`src/rtl/arb_ch_sched.sv`:
```
// Channel scheduler for the 16-entry request buffer. It tracks pending requests and
// downstream credits per channel, arbitrates in LRU order and publishes a registered grant.
module arb_ch_sched #(
    parameter int CRD_W    = 3,
    parameter int CRD_INIT = 4
) (
    input  logic       clk,
    input  logic       rst,
    input  logic       p_req_val,
    input  logic [1:0] p_req_ch,
    input  logic [3:0] p_ch_enb,
    input  logic [3:0] p_crd_ret,
    output logic       p_arb_val,
    output logic [1:0] p_arb_ch,
    input  logic       p_sel_val,
    input  logic [3:0] p_sel_req_id,
    input  logic       p_pe,
    output logic       p_gnt_val,
    output logic [1:0] p_gnt_ch,
    output logic [3:0] p_gnt_req_id,
    output logic       p_err,
    output logic [1:0] p_err_cause,
    input  logic       p_err_clr
);

    typedef enum logic [1:0] {
        ST_IDLE  = 2'd0,
        ST_ISSUE = 2'd1,
        ST_GAP   = 2'd2,
        ST_ERR   = 2'd3
    } state_e;

    localparam logic [CRD_W-1:0] CRD_MAX  = {CRD_W{1'b1}};
    localparam logic [CRD_W-1:0] CRD_RST  = CRD_W'(CRD_INIT);
    localparam logic [4:0]       PEND_MAX = 5'd16;
    localparam logic [1:0]       CAUSE_NONE  = 2'd0;
    localparam logic [1:0]       CAUSE_PE    = 2'd1;
    localparam logic [1:0]       CAUSE_NOENT = 2'd2;
    localparam logic [1:0]       CAUSE_OVF   = 2'd3;

    state_e           state_q, state_d;
    logic [4:0]       pend_q [4];
    logic [4:0]       pend_d [4];
    logic [CRD_W-1:0] crd_q  [4];
    logic [CRD_W-1:0] crd_d  [4];
    logic [1:0]       lru_q  [4];
    logic [1:0]       lru_d  [4];
    logic             arb_val_q, arb_val_d;
    logic [1:0]       arb_ch_q, arb_ch_d;
    logic             gnt_val_q, gnt_val_d;
    logic [1:0]       gnt_ch_q, gnt_ch_d;
    logic [3:0]       gnt_id_q, gnt_id_d;
    logic             err_q, err_d;
    logic [1:0]       cause_q, cause_d;

    logic             grant_s;
    logic [3:0]       enq_s;
    logic [3:0]       dec_s;
    logic             ovf_s;
    logic [3:0]       elig_s;
    logic             pick_found_s;
    logic [1:0]       pick_ch_s;
    logic             lru_hit_s;
    logic [1:0]       new_cause_s;

    // Successful select response while the strobe is out
    always_comb begin
        grant_s = (state_q == ST_ISSUE) && p_sel_val && !p_pe;
    end

    // Per-channel increment/decrement requests
    always_comb begin
        for (int c = 0; c < 4; c++) begin
            enq_s[c] = p_req_val && (p_req_ch == 2'(c));
            dec_s[c] = grant_s && (arb_ch_q == 2'(c));
        end
    end

    // Pending and credit counters; simultaneous inc/dec cancel, overflow saturates
    always_comb begin
        ovf_s = 1'b0;
        for (int c = 0; c < 4; c++) begin
            if (enq_s[c] && !dec_s[c]) begin
                if (pend_q[c] == PEND_MAX) begin
                    ovf_s     = 1'b1;
                    pend_d[c] = pend_q[c];
                end else begin
                    pend_d[c] = pend_q[c] + 5'd1;
                end
            end else if (!enq_s[c] && dec_s[c]) begin
                pend_d[c] = pend_q[c] - 5'd1;
            end else begin
                pend_d[c] = pend_q[c];
            end

            if (p_crd_ret[c] && !dec_s[c]) begin
                if (crd_q[c] == CRD_MAX) begin
                    ovf_s    = 1'b1;
                    crd_d[c] = crd_q[c];
                end else begin
                    crd_d[c] = crd_q[c] + CRD_W'(1);
                end
            end else if (!p_crd_ret[c] && dec_s[c]) begin
                crd_d[c] = crd_q[c] - CRD_W'(1);
            end else begin
                crd_d[c] = crd_q[c];
            end
        end
    end

    // Eligibility and LRU pick: lru_q[0] is the least recently granted channel
    always_comb begin
        pick_found_s = 1'b0;
        pick_ch_s    = lru_q[0];
        for (int c = 0; c < 4; c++) begin
            elig_s[c] = p_ch_enb[c] && (pend_q[c] != 5'd0) && (crd_q[c] != '0);
        end
        for (int i = 0; i < 4; i++) begin
            if (!pick_found_s && elig_s[lru_q[i]]) begin
                pick_found_s = 1'b1;
                pick_ch_s    = lru_q[i];
            end else begin
                pick_found_s = pick_found_s;
            end
        end
    end

    // Move the granted channel to the MRU end, closing the gap it leaves
    always_comb begin
        lru_hit_s = 1'b0;
        lru_d     = lru_q;
        if (grant_s) begin
            for (int i = 0; i < 3; i++) begin
                if (lru_q[i] == arb_ch_q) begin
                    lru_hit_s = 1'b1;
                end else begin
                    lru_hit_s = lru_hit_s;
                end
                if (lru_hit_s) begin
                    lru_d[i] = lru_q[i + 1];
                end else begin
                    lru_d[i] = lru_q[i];
                end
            end
            lru_d[3] = arb_ch_q;
        end else begin
            lru_d = lru_q;
        end
    end

    // Error source this cycle; a bad select response outranks a concurrent overflow
    always_comb begin
        if ((state_q == ST_ISSUE) && p_pe) begin
            new_cause_s = CAUSE_PE;
        end else if ((state_q == ST_ISSUE) && !p_sel_val) begin
            new_cause_s = CAUSE_NOENT;
        end else if (ovf_s) begin
            new_cause_s = CAUSE_OVF;
        end else begin
            new_cause_s = CAUSE_NONE;
        end
    end

    // Scheduler FSM next state, strobe, grant and sticky error
    always_comb begin
        state_d   = state_q;
        arb_val_d = 1'b0;
        arb_ch_d  = arb_ch_q;
        gnt_val_d = 1'b0;
        gnt_ch_d  = gnt_ch_q;
        gnt_id_d  = gnt_id_q;
        err_d     = err_q;
        cause_d   = cause_q;

        case (state_q)
            ST_IDLE: begin
                if (ovf_s) begin
                    state_d = ST_ERR;
                end else if (pick_found_s) begin
                    arb_val_d = 1'b1;
                    arb_ch_d  = pick_ch_s;
                    state_d   = ST_ISSUE;
                end else begin
                    state_d = ST_IDLE;
                end
            end
            ST_ISSUE: begin
                if (grant_s) begin
                    gnt_val_d = 1'b1;
                    gnt_ch_d  = arb_ch_q;
                    gnt_id_d  = p_sel_req_id;
                    state_d   = ovf_s ? ST_ERR : ST_GAP;
                end else begin
                    state_d = ST_ERR;
                end
            end
            ST_GAP: begin
                state_d = ovf_s ? ST_ERR : ST_IDLE;
            end
            ST_ERR: begin
                if (p_err_clr) begin
                    state_d = ST_IDLE;
                end else begin
                    state_d = ST_ERR;
                end
            end
            default: begin
                state_d = ST_IDLE;
            end
        endcase

        if ((state_q == ST_ERR) && p_err_clr) begin
            err_d   = 1'b0;
            cause_d = CAUSE_NONE;
        end else if (!err_q && (new_cause_s != CAUSE_NONE)) begin
            err_d   = 1'b1;
            cause_d = new_cause_s;
        end else begin
            err_d   = err_q;
            cause_d = cause_q;
        end
    end

    // State, counters, LRU order and registered outputs
    always_ff @(posedge clk or negedge rst) begin
        if (!rst) begin
            state_q   <= ST_IDLE;
            arb_val_q <= 1'b0;
            arb_ch_q  <= 2'd0;
            gnt_val_q <= 1'b0;
            gnt_ch_q  <= 2'd0;
            gnt_id_q  <= 4'd0;
            err_q     <= 1'b0;
            cause_q   <= CAUSE_NONE;
            for (int c = 0; c < 4; c++) begin
                pend_q[c] <= 5'd0;
                crd_q[c]  <= CRD_RST;
                lru_q[c]  <= 2'(c);
            end
        end else begin
            state_q   <= state_d;
            arb_val_q <= arb_val_d;
            arb_ch_q  <= arb_ch_d;
            gnt_val_q <= gnt_val_d;
            gnt_ch_q  <= gnt_ch_d;
            gnt_id_q  <= gnt_id_d;
            err_q     <= err_d;
            cause_q   <= cause_d;
            pend_q    <= pend_d;
            crd_q     <= crd_d;
            lru_q     <= lru_d;
        end
    end

    assign p_arb_val    = arb_val_q;
    assign p_arb_ch     = arb_ch_q;
    assign p_gnt_val    = gnt_val_q;
    assign p_gnt_ch     = gnt_ch_q;
    assign p_gnt_req_id = gnt_id_q;
    assign p_err        = err_q;
    assign p_err_cause  = cause_q;

endmodule

```
`config.mk`:
```
export PLATFORM = sky130hd
export DESIGN_NAME = arb_ch_sched
export DESIGN_NICKNAME = d
export VERILOG_FILES = /design/src/rtl/arb_ch_sched.sv
export SDC_FILE = /design/constraint.sdc
export NUM_CORES = 1
export LEC_CHECK = 0
export ABC_AREA = 0
export ABC_CLOCK_PERIOD_IN_PS = 3400
export BUFFER_PORTS_ARGS = -buffer_cell sky130_fd_sc_hd__buf_4
export CAP_MARGIN = 10
export CELL_PAD_IN_SITES_DETAIL_PLACEMENT = 0
export CELL_PAD_IN_SITES_GLOBAL_PLACEMENT = 1
export CORE_MARGIN = 2
export CORE_UTILIZATION = 45
export DETAILED_ROUTE_END_ITERATION = 8
export PLACE_DENSITY = 0.8
export SLEW_MARGIN = 15
export SYNTH_ARGS = -nofsm -noshare
export SYNTH_HDL_FRONTEND = slang
export SYNTH_SLANG_ARGS = --single-unit
```
`constraint.sdc`:
```
create_clock -name clk -period 3.4 [get_ports clk]
set_input_delay 0.17 -clock clk [delete_from_list [all_inputs] [get_ports clk]]
set_output_delay 0.17 -clock clk [all_outputs]
set_load 0.05 [all_outputs]
```
# == Word-level counts from Yosys, hierarchy flattened ==
# Cells that the tools add are included.
# totals
ff_bits,55
wordCells,241
# classes
n_addsub,16
n_lt_le_gt_ge,4
n_eq_ne,28
mux,79
n_bitwise,1
n_reduce_logical,93
# op_table
operator,count
2-to-1 mux 5 bit,12
logical AND 1 bit,41
2-to-1 mux 1 bit,40
2-to-1 mux 3 bit,12
AND reduction 2 bit,12
"adder 5 x 1 -> 5 bit, second input constant",4
"equality test 5 bit, second input constant",4
2-to-1 mux 2 bit,10
nonzero test 2 bit,10
nonzero test 5 bit,4
"subtractor 5 x 1 -> 5 bit, second input constant",4
zero test 1 bit,18
"inequality test 2 bit, second input constant",8
"adder 3 x 1 -> 3 bit, second input constant",4
"equality test 2 bit, second input constant",6
"equality test 3 bit, second input constant",4
"less-than comparator 2 x 3 -> 1 bit, second input constant",4
nonzero test 3 bit,4
"subtractor 3 x 1 -> 3 bit, second input constant",4
binary-select mux 1 bit (select 2 bit),4
one-hot mux 2 bit (4 select lines),1
"equality test 2 x 1 -> 1 bit, second input constant",3
equality test 2 bit,3
zero test 2 bit,3
2 further kinds,2

# == Depth between registers and ports, before layout ==
# Gate-level depths: netlist of run 1.
# depth
word_depth,28
mapped_depth,13
depth_no_buf,11

# == Worst setup path after synthesis of run 1 ==
# OpenSTA, ideal clock, no wires.
# synth_path
path_type,register to register
startpoint,register arb_ch_q[1] (netlist: p_arb_ch[1])
endpoint,register pend_q[9] (netlist name)
setup_ns,0.122
t_arrival_ns,2.538
required_time_ns,3.278
slack_ns,0.740
stages_incl_launch_ff,12
n_path_buf,2
path_cell_list,dfrtp_1 -> buf_2 -> nand2_1 -> or2_2 -> buf_2 -> nand2_1 -> ha_1 -> a21o_1 -> a21oi_1 -> xor2_1 -> nor2_1 -> xnor2_1
# synth_between
elab_chain_cells,6
# synth_rtl
item,line,text
from (decl),49,"logic [1:0] arb_ch_q, arb_ch_d;"
from (signal assigned),243,arb_ch_q <= arb_ch_d;
equality test 2 bit *,75,dec_s[c] = grant_s && (arb_ch_q == 2'(c));
logical AND 1 bit *,75,
zero test 1 bit,83,if (enq_s[c] && !dec_s[c]) begin
logical AND 1 bit,83,
inequality test 2 bit (no line) or nonzero test 2 bit (tied branches),--,
AND reduction 2 bit (no line),--,
to (signal assigned),249,pend_q <= pend_d;
to (decl),42,logic [4:0] pend_q [4];
# Every way passes the cells marked *; elsewhere a longest branch is shown, timed or not.
# A chain may end at the register's enable or synchronous reset.

# == Worst setup path after layout of run 1 ==
# layout_path
startpoint,register state_q[1]
endpoint,register pend_q[9] (netlist name)
# layout_between
elab_chain_cells,8
# layout_rtl
item,line,text
from (decl),41,"state_e state_q, state_d;"
from (signal assigned),241,state_q <= state_d;
equality test 2 x 1 -> 1 bit *,68,grant_s = (state_q == ST_ISSUE) && p_sel_val && !p_pe;
logical AND 1 bit * (2 in a row),68,
logical AND 1 bit *,75,
zero test 1 bit,83,
logical AND 1 bit,83,
inequality test 2 bit (no line) or nonzero test 2 bit (tied branches),--,
AND reduction 2 bit (no line),--,
# Marks and branches as above.

==> results of run 1 <==
[final cells by class]
type	count	area, um^2
clock buffers	7	86.3
clock inverters	1	5.00
fillers	802	3960
inverters	12	46.3
multi-input cells	317	2200
flip-flops and latches	55	1390
well taps	105	131
repair buffers	37	280
[synth_stat cells (8+ instances only)]
cell type  count
a21o_1        14
a21oi_1       33
clkbuf_1       9
dfrtp_1       47
dfstp_2        8
fa_1           8
ha_1          12
inv_1         11
mux2_2         8
mux2i_1        8
nand2_1       65
nand3_1       12
nor2_1        16
nor3_1        11
o21ai_0       16
o22ai_1       10
xnor2_1       15
xor2_1        13
[sequential cells by signal, summed over array words and instances, names as in the netlist]
register	count
pend_q	20
crd_q	12
lru_q	8
p_gnt_req_id	4
p_arb_ch	2
p_err_cause	2
p_gnt_ch	2
state_q	2
p_arb_val	1
p_err	1
p_gnt_val	1
[power groups by stage]
stage / combinational (uW) / sequential (uW) / clock, uW
after CTS: 2040 / 1410 / 409
after detailed placement: 2020 / 1420 / 0
after floorplan: 1460 / 1510 / 0
after global routing: 2290 / 1490 / 434
after global placement: 2000 / 1420 / 0
final: 2020 / 1410 / 397
[final timing paths]
check                                  end  slack [ns]  cells after the start
max                              pend_q[9]        0.70                     12
min                        p_gnt_req_id[0]        0.03                      3
max reg2reg                      pend_q[9]        0.70                     12
min reg2reg                p_gnt_req_id[3]        0.48                      2
max in group asynchronous         lru_q[2]        2.48                      2
min in group asynchronous        pend_q[5]        0.45                      2
[per-stage QoR]
stage                     setup slack (ns)  hold slack [ns]
after detailed placement             0.684            0.289
after global routing                 0.506           0.0306
after floorplan                      0.740           -0.126
final                                0.695           0.0293
after CTS                            0.679           0.0277
after global placement               0.773            0.281
[worst register-to-register path, stage by stage (launching register included)]
cell	delay [ns]
dfrtp_1	0.43
nand4bb_1	0.14
buf_4	0.26
clkinv_2	0.11
nand2_1	0.11
or2_2	0.24
nand2_1	0.19
fa_1	0.45
a21o_1	0.19
a21oi_1	0.16
xor2_1	0.16
nor2_1	0.07
xnor2_1	0.12
[per-layer routing]
| metal | global-route usage | wire length (um) | vias up |
|---|---|---|---|
| met5 | 0 | 0 | - |
| met4 | 0.0495 | 86 | 0 |
| met3 | 0.0303 | 195 | 7 |
| met2 | 0.297 | 3500 | 38 |
| met1 | 0.271 | 3890 | 1414 |
| li1 | - | - | 1485 |
[cell families after synthesis]
logic type      after synthesis
simple gates                144
compound gates              105
flops                        55
xor+xnor                     28
buf+inv                      26
mux                          20
fa+ha+maj                    20
[timing repair]
item / 4_1_cts / 5_1_grt
setup endpoints to repair: 0 / 0
resized for setup: 0 / 0
hold buffers: 1 / 0
endpoints found under the hold margin: 47 / 0
==> flow_metrics.env, run 1 <==
export IMPL_rows=33
export IMPL_powerDensity_nw_per_um2=925
export IMPL_pwr_share_comb=0.527
export IMPL_timing_hold_violations_final=0
export IMPL_numCtsBuffers=5
export IMPL_netlist_top_cells_area="dfrtp_1 32%, nand2_1 6.6%, dfstp_2 5.7%, a21oi_1 4.5%, fa_1 4.3%"
export IMPL_crit_path_start_kind="flip-flop"
export IMPL_yosys_warnings=0
export IMPL_layout_commonest_cell="nand2_1"
export IMPL_dpl_cell_area_um2=4040
export IMPL_p_leak_uw=0.00184
export IMPL_clock_sinks=55
export IMPL_drt_total_wl_um=7680
export IMPL_slowest_delay_ns=0.44
export IMPL_io_buffers=32
export IMPL_pin_count=33
export IMPL_grt_setup_unrepaired="false"
export IMPL_drive_above_1_share=0.184
export IMPL_slew_violations=0
export IMPL_drv_cap=0
export IMPL_crit_family="simple AND/OR/NAND/NOR gates"
export IMPL_clock_skew_ns=0.00924
export IMPL_switching_share=0.460
export IMPL_htree_levels=2
export IMPL_via_per_inst=5.51
export IMPL_yosysTopAreaCell="dfrtp_1"
export IMPL_wl_per_cell_um=14.4
export IMPL_layout_common_cells="65 x nand2_1, 47 x dfrtp_1, 36 x buf_4"
export IMPL_worstHoldStart="p_sel_req_id[0]"
export IMPL_ys_ff_latch=55
export IMPL_pwr_share_clk=0.104
export IMPL_fin_cells=534
export IMPL_cp_common_cell="nand2_1"
export IMPL_synthAdderAreaFrac=0.0839
export IMPL_hp_class="in -> reg"
export IMPL_seqPwrFrac=0.369
export IMPL_gr_total_overflow=0
export IMPL_cts_path_max_buffers=2
export IMPL_syn_area_um2=3700
export IMPL_synth_simple_area_share=0.199
export IMPL_tns_ns=0
export IMPL_syn_to_final_growth_pct=11.8
export IMPL_final_util=0.511
export IMPL_drt_iter0_drc=77
export IMPL_crit_chain="nand4bb_1, buf_4, clkinv_2, nand2_1, or2_2, nand2_1, fa_1, a21o_1, a21oi_1, xor2_1, nor2_1, xnor2_1"
export IMPL_die_w_um=94.7
export IMPL_hpwl_um=5540
export IMPL_switching_power_uw=1760
export IMPL_internal_power_uw=2070
export IMPL_synth_mux_area_frac=0.0612
export IMPL_postCtsSetupRepairBufs=0
export IMPL_outcome="completed"
export IMPL_cp_data_required_time_ns=3.61
export IMPL_post_route_min_period_ns=2.70
export IMPL_vdd_ir_drop_max_mv=0.360
export IMPL_crit_arrival_ns=2.92
export IMPL_grt_util_all_layers=0.189
export IMPL_design_area_um2=4140
export IMPL_ant_nets=0
export IMPL_syn_num_nets=438
export IMPL_grt_pass1_vias=2828
export IMPL_fin_crit_sh=0.796
export IMPL_endpoint_kind="flip-flop"
export IMPL_r2r_start="state_q[1]"
export IMPL_tightest_slew_ns=0.723
export IMPL_crit_type="reg -> reg"
export IMPL_synth_top_area_frac=0.318
export IMPL_drc=0
export IMPL_setup_viol=0
export IMPL_critPathLaunch="state_q[1]"
export IMPL_max_slew_margin_rel=0.518
export IMPL_clk_latency_ns=0.32
export IMPL_drtPass1Iterations=4
export IMPL_cp_slowest_cell="fa_1"
export IMPL_root_buffer="clkbuf_8"
export IMPL_yosysUniqueCellTypes=65
export IMPL_synth_top_family_by_area="simple AND/OR/NAND/NOR gates"
export IMPL_clkSlewWorstSetupHoldPaths_ns=0.11
export IMPL_die_h_um=94.7
export IMPL_vias=2944
export IMPL_max_freq_ghz=0.370
export IMPL_core_area_um2=8090
export IMPL_synthArstFlopShare=1.00
export IMPL_grt_max_degree=56
export IMPL_synth_compound_area_frac=0.185
export IMPL_synth_xor_area_frac=0.0663
export IMPL_cp_max_fo=19
export IMPL_place_inst=525
export IMPL_fin_total_pwr_uw=3830
export IMPL_yosysSeqAreaShare=0.375
export IMPL_antenna_found_initial=0
export IMPL_crit_buf_inv=2
export IMPL_initial_core_util=0.457
export IMPL_cts_tree="yes"
export IMPL_layout_nets=468
export IMPL_diodes=0
export IMPL_routabilityCongestion=0.868
export IMPL_synth_ff_type="dfrtp_1"
export IMPL_die_area_um2=8960
export IMPL_postSynthCellCount=398
export IMPL_synth_edf_count=0
export IMPL_grt_pass1_wl_um=13600
export IMPL_synth_avg_cell_area_um2=9.29
No activity file was read; power rests on OpenSTA's default activity.
==> inputs of run 2 (changes only) <==
--- a/config.mk
+++ b/config.mk
@@ -5,8 +5,8 @@
 export SDC_FILE = /design/constraint.sdc
 export NUM_CORES = 1
 export LEC_CHECK = 0
-export ABC_AREA = 0
-export ABC_CLOCK_PERIOD_IN_PS = 3400
+export ABC_AREA = 1
+export ABC_CLOCK_PERIOD_IN_PS = 2600
 export BUFFER_PORTS_ARGS = -buffer_cell sky130_fd_sc_hd__buf_4
 export CAP_MARGIN = 10
 export CELL_PAD_IN_SITES_DETAIL_PLACEMENT = 0
@@ -14,7 +14,7 @@
 export CORE_MARGIN = 2
 export CORE_UTILIZATION = 45
 export DETAILED_ROUTE_END_ITERATION = 8
-export PLACE_DENSITY = 0.8
+export PLACE_DENSITY = 0.82
 export SLEW_MARGIN = 15
 export SYNTH_ARGS = -nofsm -noshare
 export SYNTH_HDL_FRONTEND = slang
==> constraint.sdc (replaced) <==
create_clock -name clk -period 2.6 [get_ports clk]
set_input_delay 0.13 -clock clk [delete_from_list [all_inputs] [get_ports clk]]
set_output_delay 0.13 -clock clk [all_outputs]
set_load 0.05 [all_outputs]
==> run 2 against run 1 <==
- worst setup slack lost 0.42 ns
- first-iteration DRC count increased by 69%
- via count decreased by 0.92%
- synthesized cell count increased by 9.5%
- synthesized area is 1.0% lower
- sequential power up 22%
- largest cell class unchanged
- clock skew is 0.0012 ns higher
==> flow_metrics.env, run 2 <==
export IMPL_setup_viol=0
export IMPL_fin_crit_sh=0.896
export IMPL_clk_latency_ns=0.31
export IMPL_routabilityCongestion=0.856
export IMPL_slew_violations=0
export IMPL_outcome="completed"
export IMPL_layout_commonest_cell="nand2_1"
export IMPL_numCtsBuffers=5
export IMPL_max_freq_ghz=0.429
export IMPL_yosysSeqAreaShare=0.379
export IMPL_crit_path_start_kind="flip-flop"
export IMPL_place_inst=571
export IMPL_synth_ff_type="dfrtp_1"
export IMPL_grt_util_all_layers=0.188
export IMPL_syn_to_final_growth_pct=13.4
export IMPL_clkSlewWorstSetupHoldPaths_ns=0.10
export IMPL_top_register="pend_q"
export IMPL_wl_per_cell_um=12.8
export IMPL_grt_max_degree=56
export IMPL_antenna_found_initial=0
export IMPL_worstHoldStart="p_sel_req_id[3]"
export IMPL_diodes=0
export IMPL_largest_reg_flops=20
export IMPL_tns_ns=0
export IMPL_initial_core_util=0.469
export IMPL_synth_top_area_frac=0.321
export IMPL_drt_iter0_drc=130
export IMPL_crit_arrival_ns=2.52
export IMPL_yosysTopAreaCell="dfrtp_1"
export IMPL_synthArstFlopShare=1.00
export IMPL_syn_num_nets=476
export IMPL_p_leak_uw=0.00204
export IMPL_drc=0
export IMPL_vias=2917
export IMPL_postSynthCellCount=436
export IMPL_grt_pass1_wl_um=13400
export IMPL_top_regs="pend_q x20, crd_q x12, lru_q x8"
export IMPL_r2r_start="p_arb_ch[1]"
export IMPL_ys_ff_latch=55
export IMPL_synth_most_common_cell="nand2_1"
export IMPL_die_area_um2=8870
export IMPL_die_w_um=94.2
export IMPL_cp_max_fo=9
export IMPL_ant_nets=0
export IMPL_post_cts_resized=0
export IMPL_rows=32
export IMPL_hpwl_um=5680
export IMPL_drv_cap=0
export IMPL_synth_edf_count=0
export IMPL_syn_area_um2=3660
export IMPL_yosysUniqueCellTypes=38
export IMPL_powerDensity_nw_per_um2=1180
export IMPL_clock_sinks=55
export IMPL_layout_nets=517
export IMPL_timing_hold_violations_final=0
export IMPL_root_buffer="clkbuf_8"
export IMPL_grt_pass1_vias=2976
export IMPL_drive_above_1_share=0.199
export IMPL_yosys_warnings=0
export IMPL_layout_common_cells="98 x nand2_1, 61 x nand3_1, 47 x dfrtp_1"
export IMPL_drt_total_wl_um=7400
export IMPL_ys_top_cells_by_count="98 x nand2_1, 61 x nand3_1, 47 x dfrtp_1, 45 x inv_1, 33 x nor2_1"
export IMPL_critPathLaunch="p_arb_ch[1]"
export IMPL_crit_type="reg -> reg"
export IMPL_cp_data_required_time_ns=2.79
export IMPL_tightest_slew_ns=0.720
export IMPL_netlist_top_cells_area="dfrtp_1 32%, nand2_1 10%, nand3_1 8.3%, dfstp_2 5.7%, xor2_1 5.0%"
export IMPL_postCtsSetupRepairBufs=0
export IMPL_clock_skew_ns=0.0104
export IMPL_pin_count=33
export IMPL_cts_tree="yes"
export IMPL_cts_hold_buf=1
export IMPL_gr_total_overflow=0
export IMPL_drtPass1Iterations=4
export IMPL_hp_class="in -> reg"
export IMPL_htree_levels=2
export IMPL_endpoint_kind="flip-flop"
export IMPL_max_slew_margin_rel=0.520
export IMPL_io_buffers=32
export IMPL_vdd_ir_drop_max_mv=0.570
export IMPL_core_area_um2=7810
export IMPL_fin_cells=580
export IMPL_fin_total_pwr_uw=4880
export IMPL_final_util=0.532
export IMPL_grt_setup_unrepaired="false"
export IMPL_post_route_min_period_ns=2.33
export IMPL_via_per_inst=5.03
export IMPL_die_h_um=94.2
export IMPL_cts_path_max_buffers=2
export IMPL_synth_avg_cell_area_um2=8.39
==> run 2: per-stage QoR <==
step | setup WS [ns] | area (um^2) | hold WS (ns)
3_3_place_gp | 0.378 | 4030 | 0.232
4_1_cts | 0.260 | 4150 | 0.0131
5_1_grt | 0.102 | 4150 | 0.0320
6_report | 0.271 | 4150 | 0.0204
2_1_floorplan | 0.254 | 3660 | -0.166
3_5_place_dp | 0.281 | 4030 | 0.241
==> run 2: path summary, 6_finish.rpt <==
| path | slack (ns) | cells past startpoint | to |
|---|---|---|---|
| worst max register to register | 0.27 | 10 | pend_q[14] |
| min in group asynchronous | 0.41 | 2 | pend_q[13] |
| worst max-delay path | 0.27 | 10 | pend_q[14] |
| max in group asynchronous | 1.71 | 2 | lru_q[5] |
| worst min-delay path | 0.02 | 3 | p_gnt_req_id[3] |
| worst min register to register | 0.48 | 2 | p_gnt_req_id[3] |
==> run 2: final cells by class <==
cell class                      instances  area (um^2)
Multi-Input combinational cell        327         2060
Timing Repair Buffer                   37          280
Clock buffer                            7         76.3
Fill cell                             741         3660
Sequential cell                        55         1390
Tap cell                              102          128
Inverter                               51          191
Clock inverter                          1         30.0
==> run 2: per-layer routing <==
metal / GRT usage / share of wire / wire [um] / vias to the layer above
met5: 0 / 0 / 0 / -
met4: 0.0519 / 0.012 / 91 / 0
met3: 0.0289 / 0.033 / 245 / 6
met2: 0.310 / 0.47 / 3510 / 38
met1: 0.258 / 0.48 / 3550 / 1373
li1: - / - / - / 1500
==> run 2: where the power goes <==
group,internal (uW),switching (uW)
combinational,1000,1590
sequential,1310,410
clock,289,276
total,2600,2270
==> run 2: critical path, cell delays in order (launching register included) <==
cell,delay [ns]
dfrtp_1,0.63
inv_2,0.15
nand4_4,0.17
nand2_1,0.16
fa_1,0.45
nand2_1,0.08
nand2_1,0.05
a21oi_1,0.14
or2_0,0.13
nand3_1,0.09
xor2_1,0.16
==> run 2: cells by family after synthesis <==
group | after synthesis | share of synthesized area
multiplexers | 7 | 0.0205
XOR/XNOR | 28 | 0.0670
AO/OA/AOI/OAI | 45 | 0.0790
adder cells (fa/ha/maj) | 20 | 0.0848
buffers and inverters | 54 | 0.0588
flip-flops | 55 | 0.379
AND/OR/NAND/NOR | 227 | 0.311
==> inputs of run 3 (changes only) <==
--- a/config.mk
+++ b/config.mk
@@ -15,6 +15,7 @@
 export CORE_UTILIZATION = 45
 export DETAILED_ROUTE_END_ITERATION = 8
 export PLACE_DENSITY = 0.82
+export RECOVER_POWER = 50
 export SLEW_MARGIN = 15
 export SYNTH_ARGS = -nofsm -noshare
 export SYNTH_HDL_FRONTEND = slang
==> run 3 against run 2 <==
- utilization is 0.32 points lower
- clock power is essentially flat
- combinational power about the same
- critical path type unchanged
- critical endpoint unchanged
==> flow_metrics.env, run 3 (synthesized netlist as in run 2, its figures left out) <==
export IMPL_powerDensity_nw_per_um2=1170
export IMPL_routabilityCongestion=0.856
export IMPL_drive_above_1_share=0.186
export IMPL_root_buffer="clkbuf_8"
export IMPL_grt_pass1_wl_um=13400
export IMPL_layout_common_cells="98 x nand2_1, 61 x nand3_1, 47 x dfrtp_1"
export IMPL_layout_commonest_cell="nand2_1"
export IMPL_clock_skew_ns=0.0105
export IMPL_cp_common_cell="nand2_1"
export IMPL_via_per_inst=5.03
export IMPL_clock_sinks=55
export IMPL_slowest_delay_ns=0.63
export IMPL_hold_depth=3
export IMPL_fin_crit_sh=0.896
export IMPL_hp_class="in -> reg"
export IMPL_die_w_um=94.2
export IMPL_r2r_setup_slack_ns=0.27
export IMPL_gr_total_overflow=0
export IMPL_cts_path_max_buffers=2
export IMPL_post_route_min_period_ns=2.33
export IMPL_top_regs="pend_q x20, crd_q x12, lru_q x8"
export IMPL_cts_tree="yes"
export IMPL_post_cts_resized=0
export IMPL_antenna_found_initial=0
export IMPL_vdd_ir_drop_max_mv=0.548
export IMPL_drt_iter0_drc=130
export IMPL_crit_family="simple AND/OR/NAND/NOR gates"
export IMPL_max_slew_margin_rel=0.0661
export IMPL_fill_cells=749
export IMPL_grt_max_degree=56
export IMPL_max_freq_ghz=0.429
export IMPL_tightest_slew_ns=1.40
export IMPL_place_inst=571
export IMPL_crit_type="reg -> reg"
export IMPL_pin_count=33
export IMPL_die_area_um2=8870
export IMPL_wl_per_cell_um=12.8
export IMPL_endpoint_kind="flip-flop"
export IMPL_cp_slowest_cell="dfrtp_1"
export IMPL_cp_max_fo=9
export IMPL_setup_viol=0
export IMPL_fin_cells=580
export IMPL_hold_end="p_gnt_req_id[2]"
export IMPL_numCtsBuffers=5
export IMPL_initial_core_util=0.469
export IMPL_crit_path_start_kind="flip-flop"
export IMPL_outcome="completed"
export IMPL_diodes=0
export IMPL_drtPass1Iterations=4
export IMPL_tns_ns=0
export IMPL_clkSlewWorstSetupHoldPaths_ns=0.10
export IMPL_die_h_um=94.2
export IMPL_p_leak_uw=0.00201
export IMPL_vias=2920
export IMPL_top_register="pend_q"
export IMPL_core_area_um2=7810
export IMPL_syn_to_final_growth_pct=12.7
export IMPL_grt_setup_unrepaired="false"
export IMPL_r2r_cells=10
export IMPL_worstHoldStart="p_sel_req_id[2]"
export IMPL_grt_util_all_layers=0.188
export IMPL_postCtsSetupRepairBufs=0
export IMPL_layout_nets=517
export IMPL_clk_latency_ns=0.31
export IMPL_largest_reg_flops=20
export IMPL_hpwl_um=5680
export IMPL_rows=32
export IMPL_ant_nets=0
export IMPL_reg2reg_to="pend_q[14]"
export IMPL_slew_violations=0
export IMPL_cp_data_required_time_ns=2.79
export IMPL_drt_total_wl_um=7400
export IMPL_crit_chain="inv_2, nand4_4, nand2_1, fa_1, nand2_1, nand2_1, a21oi_1, or2_0, nand3_1, xor2_1"
export IMPL_grt_pass1_vias=2976
export IMPL_drv_cap=0
export IMPL_crit_arrival_ns=2.52
export IMPL_drc=0
export IMPL_io_buffers=32
export IMPL_crit_buf_inv=1
export IMPL_htree_levels=2
export IMPL_r2r_start="p_arb_ch[1]"
export IMPL_timing_hold_violations_final=0
[run 3: cell types whose count changed in the layout (fill, tap and decap cells not counted)]
cell / previous run / this run
clkbuf_1: 2 / 8
clkbuf_2: 0 / 1
buf_4: 36 / 29
[run 3: layout make-up]
cell class                 count  area, um^2  share of cell area
clock inverter                 1        30.0             0.00728
inverter                      51         191              0.0464
multi-input combinational    327        2060               0.499
sequential                    55        1390               0.336
timing repair buffer          37         255              0.0619
tap                          102         128              0.0309
clock buffer                   7        76.3              0.0185
[run 3: where the power goes]
part | internal, uW | leakage [uW] | switching (uW) | total, uW
Combinational | 971 | 0.00131 | 1590 | 2560
Sequential | 1310 | 0.000649 | 409 | 1720
Clock | 289 | 0.0000524 | 276 | 565
[run 3: worst max path at each step]
stage / slack (ns) / to / cells past startpoint / from
after floorplan: 0.25 / pend_q[14] / 11 / p_arb_ch[1]
after global placement: 0.38 / pend_q[14] / 10 / p_arb_ch[1]
after detailed placement: 0.28 / pend_q[14] / 10 / p_arb_ch[1]
after CTS: 0.26 / pend_q[14] / 10 / p_arb_ch[1]
after global routing: 0.10 / pend_q[14] / 10 / p_arb_ch[1]
final: 0.27 / pend_q[14] / 10 / p_arb_ch[1]
[run 3: what timing repair did]
| action | 4_1_cts | 5_1_grt |
|---|---|---|
| endpoints found under the setup margin | 0 | 0 |
| hold buffers | 1 | 0 |
| endpoints found under the hold margin | 47 | 0 |
[run 3: worst min-delay path: stages]
cell and delay (ns):
buf_4 0.08, nand2_1 0.04, nand2_1 0.05
[run 3: through the flow]
| step | worst slack [ns] | hold WS, ns | area [um^2] | total power (uW) | utilization |
|---|---|---|---|---|---|
| 2_1_floorplan | 0.254 | -0.166 | 3660 | 3720 | - |
| 3_3_place_gp | 0.378 | 0.232 | 4030 | 4270 | 0.517 |
| 3_5_place_dp | 0.281 | 0.241 | 4030 | 4330 | 0.517 |
| 4_1_cts | 0.260 | 0.0131 | 4150 | 4920 | 0.532 |
| 5_1_grt | 0.102 | 0.0320 | 4130 | 5340 | 0.528 |
| 6_report | 0.270 | 0.0197 | 4130 | 4840 | 0.528 |
[run 3: metal layers]
metal  track usage  up-vias  wire [um]
met2         0.310       38       3520
met3        0.0289        6        237
met1         0.258     1376       3550
li1              -     1500          -
met4        0.0519        0         91
met5             0        -          0
